===== src/rtl/inexrecur_seq_fetch.sv =====
// ----------------------------------------------------------------------------
// inexrecur_seq_fetch
// Drains a requested number of entries from the inexact-recursion register
// file with sequential-read pulses, captures each returned word together with
// its address, splits it into the i/z/k/l byte parameters and offers the
// result on a valid/ready stream. Reads are only issued when the output FIFO
// is guaranteed to have room for the return, so downstream stalls never lose
// data.
//
// Ports
//   clk, rst_n        clock, asynchronous active-low reset
//   start, entry_cnt  begin a drain of entry_cnt (0..4096) entries, IDLE only
//   flush             synchronous abort, highest priority
//   busy, done        busy in RUN/DRAIN; done pulses once at drain end
//   seq_re            registered sequential-read enable to the register file
//   seq_r_data/addr   returned word and its address, RD_LAT after seq_re
//   out_valid/ready   output handshake
//   out_i/z/k/l/addr  unpacked head entry; out_last marks the final entry
//
// state | meaning
// ------+------------------------------------------------------------
// IDLE  | waiting for start
// RUN   | issuing reads while credit is available
// DRAIN | all reads issued, waiting for downstream to accept the rest
// DONE  | one-cycle done pulse
// ----------------------------------------------------------------------------
module inexrecur_seq_fetch #(
   parameter int RD_LAT     = 1,
   parameter int FIFO_DEPTH = 4
) (
   input  logic        clk,
   input  logic        rst_n,
   input  logic        start,
   input  logic [12:0] entry_cnt,
   input  logic        flush,
   output logic        busy,
   output logic        done,
   output logic        seq_re,
   input  logic [31:0] seq_r_data,
   input  logic [11:0] seq_r_addr,
   output logic        out_valid,
   input  logic        out_ready,
   output logic [7:0]  out_i,
   output logic [7:0]  out_z,
   output logic [7:0]  out_k,
   output logic [7:0]  out_l,
   output logic [11:0] out_addr,
   output logic        out_last
);

   localparam int PW = $clog2(FIFO_DEPTH);
   localparam int CW = PW + 1;
   localparam logic [7:0] DEPTH_V = 8'(FIFO_DEPTH);

   typedef enum logic [1:0] {S_IDLE, S_RUN, S_DRAIN, S_DONE} state_t;

   state_t      state_q, state_d;
   logic [12:0] n_q, n_d;
   logic [12:0] issued_q, issued_d;
   logic [12:0] accepted_q, accepted_d;
   logic        seq_re_q, seq_re_d;
   logic [RD_LAT-1:0] pipe_q;
   logic [1:0]  discard_q, discard_d;

   logic [43:0]   mem_q [FIFO_DEPTH];
   logic [PW-1:0] wr_ptr_q, rd_ptr_q;
   logic [CW-1:0] cnt_q;

   logic        pop, ret, push;
   logic [7:0]  pend, occ;
   logic [1:0]  late;
   logic [43:0] head;

   assign pop  = (cnt_q != '0) & out_ready;
   assign ret  = pipe_q[RD_LAT-1];
   assign push = ret & (discard_q == 2'd0) & ~flush;

   // pend: reads issued whose data has not yet landed in the FIFO (including
   // the one landing this cycle). late: reads that will return after this
   // cycle, i.e. what a flush now must discard.
   always_comb begin
      pend = {7'd0, seq_re_q};
      for (int k = 0; k < RD_LAT; k++) pend = pend + {7'd0, pipe_q[k]};
      late = {1'b0, seq_re_q};
      for (int k = 0; k < RD_LAT - 1; k++) late = late + {1'b0, pipe_q[k]};
      // Worst-case occupancy once everything outstanding has arrived;
      // a same-cycle pop frees a slot immediately.
      occ = {{(8-CW){1'b0}}, cnt_q} - {7'd0, pop} + pend;
   end

   always_comb begin
      state_d    = state_q;
      n_d        = n_q;
      issued_d   = issued_q;
      accepted_d = accepted_q + {12'd0, pop};
      seq_re_d   = 1'b0;
      discard_d  = (ret && discard_q != 2'd0) ? discard_q - 2'd1 : discard_q;
      case (state_q)
         S_IDLE: begin
            if (start) begin
               n_d        = entry_cnt;
               issued_d   = 13'd0;
               accepted_d = 13'd0;
               if (entry_cnt == 13'd0) begin
                  state_d = S_DONE;
               end else begin
                  state_d  = S_RUN;
                  seq_re_d = (occ < DEPTH_V);
                  issued_d = {12'd0, seq_re_d};
               end
            end
         end
         S_RUN: begin
            if (issued_q == n_q) begin
               state_d = S_DRAIN;
            end else begin
               seq_re_d = (occ < DEPTH_V);
               issued_d = issued_q + {12'd0, seq_re_d};
            end
         end
         S_DRAIN: if (accepted_q == n_q) state_d = S_DONE;
         S_DONE:  state_d = S_IDLE;
         default: state_d = S_IDLE;
      endcase
      if (flush) begin
         state_d    = S_IDLE;
         seq_re_d   = 1'b0;
         issued_d   = 13'd0;
         accepted_d = 13'd0;
         discard_d  = late;
      end
   end

   always_ff @(posedge clk or negedge rst_n) begin
      if (!rst_n) begin
         state_q    <= S_IDLE;
         n_q        <= 13'd0;
         issued_q   <= 13'd0;
         accepted_q <= 13'd0;
         seq_re_q   <= 1'b0;
         pipe_q     <= '0;
         discard_q  <= 2'd0;
      end else begin
         state_q    <= state_d;
         n_q        <= n_d;
         issued_q   <= issued_d;
         accepted_q <= accepted_d;
         seq_re_q   <= seq_re_d;
         discard_q  <= discard_d;
         pipe_q[0]  <= seq_re_q;
         for (int k = 1; k < RD_LAT; k++) pipe_q[k] <= pipe_q[k-1];
      end
   end

   always_ff @(posedge clk or negedge rst_n) begin
      if (!rst_n) begin
         for (int k = 0; k < FIFO_DEPTH; k++) mem_q[k] <= 44'd0;
         wr_ptr_q <= '0;
         rd_ptr_q <= '0;
         cnt_q    <= '0;
      end else if (flush) begin
         wr_ptr_q <= '0;
         rd_ptr_q <= '0;
         cnt_q    <= '0;
      end else begin
         if (push) begin
            mem_q[wr_ptr_q] <= {seq_r_data, seq_r_addr};
            wr_ptr_q        <= wr_ptr_q + PW'(1);
         end
         if (pop) rd_ptr_q <= rd_ptr_q + PW'(1);
         case ({push, pop})
            2'b10:   cnt_q <= cnt_q + CW'(1);
            2'b01:   cnt_q <= cnt_q - CW'(1);
            default: cnt_q <= cnt_q;
         endcase
      end
   end

   assign head      = mem_q[rd_ptr_q];
   assign out_valid = (cnt_q != '0);
   assign out_i     = head[43:36];
   assign out_z     = head[35:28];
   assign out_k     = head[27:20];
   assign out_l     = head[19:12];
   assign out_addr  = head[11:0];
   assign out_last  = out_valid & (accepted_q == n_q - 13'd1);
   assign seq_re    = seq_re_q;
   assign busy      = (state_q == S_RUN) | (state_q == S_DRAIN);
   assign done      = (state_q == S_DONE);

endmodule


===== config.mk =====
export PLATFORM = sky130hd
export DESIGN_NAME = inexrecur_seq_fetch
export DESIGN_NICKNAME = d
export VERILOG_FILES = /design/src/rtl/inexrecur_seq_fetch.sv
export SDC_FILE = /design/constraint.sdc
export NUM_CORES = 1
export LEC_CHECK = 0
export ABC_AREA = 1
export BUFFER_PORTS_ARGS = -buffer_cell sky130_fd_sc_hd__buf_2
export CAP_MARGIN = 5
export CORE_MARGIN = 2
export CORE_UTILIZATION = 50
export CTS_CLUSTER_SIZE = 16
export DETAILED_ROUTE_END_ITERATION = 8
export PLACE_DENSITY = 0.67
export REMOVE_ABC_BUFFERS = 1
export SKIP_LAST_GASP = 1
export SYNTH_ARGS = -nofsm -noshare
export SYNTH_HDL_FRONTEND = slang
export SYNTH_SLANG_ARGS = --single-unit

===== constraint.sdc =====
create_clock -name clk -period 8.6 [get_ports clk]
set_clock_uncertainty 0.1 [all_clocks]
set_input_delay 1.72 -clock clk [delete_from_list [all_inputs] [get_ports clk]]
set_output_delay 1.72 -clock clk [all_outputs]
set_load 0.005 [all_outputs]

### Yosys cells after proc, flatten, opt, wreduce, memory -nomap -nowiden

Cells that the tools add are included.

* bits in registers: 228
* input port bits: 62
* output and inout port bits: 49
* word-level logic and storage cells: 98

* add/subtract/negate cells: 11
* $lt $le $gt $ge: 4
* equality and inequality tests: 12
* multiplexer cells: 33
* bitwise operators: 8
* reduce and logical (&&, ||, !) cells: 16

Operator list (number)
* $bwmux W176: 1
* $mux W44: 3
* $bmux W44 S2: 1
* $demux W44 S2: 1
* $mux W13: 6
* $eq A13 B13 Y1: 3
* $add A13 B1 Y13: 2
* $pmux W13 S2: 1
* $mux W2: 11
* $logic_not A13 Y1: 1
* $sub A13 B1 Y13 const B: 1
* $ne A3 B3 Y1 const B: 4
* $reduce_bool A3 Y1: 3
* $lt A8 B3 Y1 const B: 1
* $pmux W2 S4: 1
* $reduce_bool A2 Y1: 4
* $eq A2 B2 Y1 const B: 3
* $ge A3 B3 Y1 const B: 2
* $not A2 Y3: 2
* $pmux W3 S2: 1
* $reduce_and A3 Y1: 2
* $add A4 B3 Y5: 1
* $mux W1: 5
* $add A2 B1 Y2 const B: 2
* 15 further kinds: 22

### Logic depth before layout (Yosys ltp)

* depth in word-level cells: 9
* gate-level depth with buffers: 22
* gate-level depth less buffers: 22

### Worst setup path before layout

OpenSTA, ideal clock, no wires.

* path type: input to register
* from: input port out_ready
* to: register issued_q[12]
* data arrival time: 4.083 ns
* required time: 8.383 ns
* slack: 4.299 ns
* stages on the path: 20
* path through: nand2_1 inv_1 ha_1 ha_1 inv_1 ha_1 nand3b_1 nand2_1 a21oi_1 a21oi_1 ha_1 ha_1 inv_1 nor2_1 nand3_1 nor2_1 xnor2_1 nor2_1 nand3_1 nand2_1

* cells in the longest elaborated chain, start to end: 8

RTL lines
* start, declared: line 42 `input logic out_ready,`
* $and A1 B1 Y1: line 74 `assign pop = (cnt_q != '0) & out_ready;`
* $sub A3 B1 Y4: line 88 `occ = {{(8-CW){1'b0}}, cnt_q} - {7'd0, pop} + pend;`
* $add A4 B3 Y5: line 88
* $lt A8 B3 Y1: line 117 `seq_re_d = (occ < DEPTH_V);`
* $add A13 B1 Y13: line 118 `issued_d = issued_q + {12'd0, seq_re_d};`
* $mux W13: line 114 `if (issued_q == n_q) begin`
* $pmux W13 S2: line 98 `case (state_q)`
* $mux W13: line 125 `if (flush) begin`
* end signal, assigned: line 146 `issued_q <= issued_d;`
* end, declared: line 59 `logic [12:0] issued_q, issued_d;`

Every way passes these cells. The select of a mux whose other input is x is not followed.
A chain may end at the register's enable or synchronous reset.

### Worst setup path in the final report

* from: register rd_ptr_q[0]
* to: output port out_i[0]

* cells in the longest elaborated chain, start to end: 4

RTL lines
* start, declared: line 66 `logic [PW-1:0] wr_ptr_q, rd_ptr_q;`
* start signal, assigned: line 170 `if (pop) rd_ptr_q <= rd_ptr_q + PW'(1);`
* $not A2 Y3 (implied by the code): line 179 `assign head = mem_q[rd_ptr_q];`
* $bmux W44 S2: line 179
* $mux W44 (implied by the code) (2 in series): line 179
* end, declared: line 43 `output logic [7:0] out_i,`

Every way passes these cells. The select of a mux whose other input is x is not followed.

==> metrics.cfg <==
[die]
die_y_um = 152
die_x_um = 152
initial_core_util_pct = 50.7
rows = 54
dieArea_um2 = 23200
io_pins = 111
fp.coreArea_um2 = 21700

[global_route]
overflow = 0
grt_max_degree = 93
grt_pass1_vias = 8700
antenna_found_initial = 0
grt_util_all_layers_pct = 22.1
grt_pass1_wl_um = 43200

[logic_synthesis]
netlist_area_um2 = 11000
synth-seq-cells = 228
muxShareOfSynthArea_pct = 0
ys_seq_area_share_pct = 51.9
synthTopCellsByArea = dfrtp_1 (52%), o21ai_0 (13%), nand2_1 (11%), nor2_1 (4.9%), inv_1 (4.0%)
syn_area_per_cell_um2 = 8.02
synth_top_area_cell = dfrtp_1
synth_top_area_share_pct = 51.9
synth_xor_area_share_pct = 2.07
synth_top_family_by_area = simple AND/OR/NAND/NOR gates
yosys.area_share.simple_pct = 19.5
synth-compound-area-share_pct = 17.2
syn_inst = 1371
yosys.area_share.adder_pct = 2.34
ys_types = 28
yosys_warnings = 0

[layout]
final_common_cell = nand2_1
final_cell_mix = nand2_1 (327), o21ai_0 (291), dfrtp_1 (227)
area_growth_pct = 14.1
n_fill_cell = 2013
antennaDiodeCount = 0
post-route-util_pct = 57.8
drive_gt1_share_pct = 12.1
fin_nets = 1528
multiInputGateArea_um2 = 4520
seq_area_um2 = 5710

[flow_run]
cap_violations = 0

[timing]
fin_crit_sh_pct = 49.0
rsz0062_at_grt = no
slew_headroom_pct = 35.1
hold_violations = 0
slew_viol_final = 0
worst_hold_slack_ns = 0.331
worst_slew_pin_slew_ns = 0.974
timing.fmax_mhz = 237
finalWorstSetupSlack_ns = 4.39
fin_tns_setup_ns = 0
finalSetupViolations = 0
min_period_ns = 4.21

[clock_network]
postCtsSetupRepairBufs = 0
tritoncts = built
numCtsBuffers = 26
root_buffer = clkbuf_16
clk-insertion-delay-late_ns = 0.53
cts.sinks = 228
clockBufferDepth = 3
h-tree-depth = 1
cts.repair.resized = 0
hold_buffers = 0
clk_pin_slew_ns = 0.06

[worst_setup_path]
worstReg2RegEnd = issued_q[12]$_DFFE_PN0P_
r2r-start = cnt_q[2]$_DFFE_PN0P_
start_kind = flop
path_max_fanout = 89
startpoint = rd_ptr_q[0]$_DFFE_PN0P_
endpoint = out_i[0]
required_ns = 6.78
worstPathArrival_ns = 2.39
end_kind = output port
r2r_slack_ns = 4.87
critPathKind = reg2out
r2r_cells = 22

[pwr]
pwr-share-clk_pct = 30.6
p_seq_share_pct = 40.5
swShare_pct = 33.6
p_sw_mw = 1.24
p_comb_share_pct = 28.9
p_per_area_nw_per_um2 = 293
leakagePower_nw = 6.32
intPower_mw = 2.44
peakVddDrop_mv = 0.214

[outcome]
status = finished clean

[placement]
pre_cts_slack_ns = 3.86
port_buffers = 110
gp_congestion = 0.866
dpl.hpwl_um = 15500

[route]
firstDrtPassIters = 7
drc = 0
via_per_inst = 5.34
num_vias = 9320
drt_iter0_drc = 651
wl_um = 25800
final_antenna_net_count = 0
routedWlPerCell_um = 14.8

[worst_hold_path]
min_path_type = reg2reg

[worst max-delay path, cell delays in order, from the launching register on]
cell	delay [ns]
dfrtp_2	0.41
inv_2	0.05
buf_4	0.72
o21ai_0	0.16
o22ai_1	0.32
buf_2	0.19
[power groups by stage]
| stage | combinational, mW | clock, mW | sequential [mW] |
|---|---|---|---|
| after CTS | 1.07 | 1.15 | 1.49 |
| after floorplan | 0.695 | 0 | 1.48 |
| after detailed placement | 1.07 | 0 | 1.51 |
| after global routing | 1.23 | 1.19 | 1.52 |
| after global placement | 1.05 | 0 | 1.50 |
| final | 1.06 | 1.13 | 1.49 |
[worst min path at each step]
stage	cells past startpoint	slack (ns)	to	from
2_1_floorplan	0	0.32	pipe_q$_DFF_PN0_	seq_re$_DFF_PN0_
3_3_place_gp	0	0.33	pipe_q$_DFF_PN0_	seq_re$_DFF_PN0_
3_5_place_dp	0	0.33	pipe_q$_DFF_PN0_	seq_re$_DFF_PN0_
4_1_cts	0	0.34	pipe_q$_DFF_PN0_	seq_re$_DFF_PN0_
5_1_grt	0	0.35	pipe_q$_DFF_PN0_	seq_re$_DFF_PN0_
6_report	0	0.33	pipe_q$_DFF_PN0_	seq_re$_DFF_PN0_
[Yosys cell counts]
library cell and number:
nand2_1 327, o21ai_0 291, dfrtp_1 228, nor2_1 143
inv_1 116, clkbuf_1 54, o22ai_1 45, nand3_1 37
a21oi_1 20, ha_1 19, xnor2_1 15, buf_2 12
xor2_1 11, o21ai_1 9, nor3_1 8, nand3b_1 6
nand4_1 6, buf_4 5, inv_2 5, nand2_2 5
nand2_4 2, buf_6 1, clkinv_1 1, fa_1 1
nor2_2 1, nor3b_1 1, o211ai_1 1, or2_2 1
[cell type report]
cell class              instances  share of cell area, %
multi-input cells             949                   36.0
flip-flops and latches        228                   45.5
clock buffers                  36                   5.89
clock inverters                10                   1.12
well taps                     280                   2.79
repair buffers                119                   5.01
inverters                     122                   3.65
[logic make-up (layout without fill, tap and decap cells)]
| group | count (synthesis) | after routing |
|---|---|---|
| adders and majority gates | 20 | 20 |
| and+or+nand+nor | 537 | 537 |
| AOI/OAI and AO/OA | 366 | 366 |
| DFF | 228 | 228 |
| buffers and inverters | 194 | 287 |
| xor gates and xnor gates | 26 | 26 |
[flip-flops by register name (all words and copies together), names as in the netlist]
register / count
issued_q: 13
n_q: 13
state_q: 2
rd_ptr_q: 2
seq_re: 1
mem_q: 176
cnt_q: 3
pipe_q: 1
accepted_q: 13
wr_ptr_q: 2
discard_q: 2
[metal layers]
layer | global-route usage, % | up-vias | share of wire [%]
met5 | 0 | - | 0
met4 | 5.47 | 0 | 1.8
met3 | 3.04 | 39 | 5.1
met2 | 35.8 | 247 | 46
met1 | 31.8 | 4418 | 47
li1 | - | 4616 | -
[per-stage QoR]
| step | area (um2) | total power, mW | cells |
|---|---|---|---|
| after floorplan | 10700 | 2.17 | 1299 |
| after global placement | 11700 | 2.55 | 1698 |
| after detailed placement | 11700 | 2.57 | 1698 |
| after CTS | 12500 | 3.71 | 1744 |
| after global routing | 12500 | 3.95 | 1744 |
| final | 12500 | 3.68 | 1744 |
Note: power is estimated with default switching activity, not from simulation.
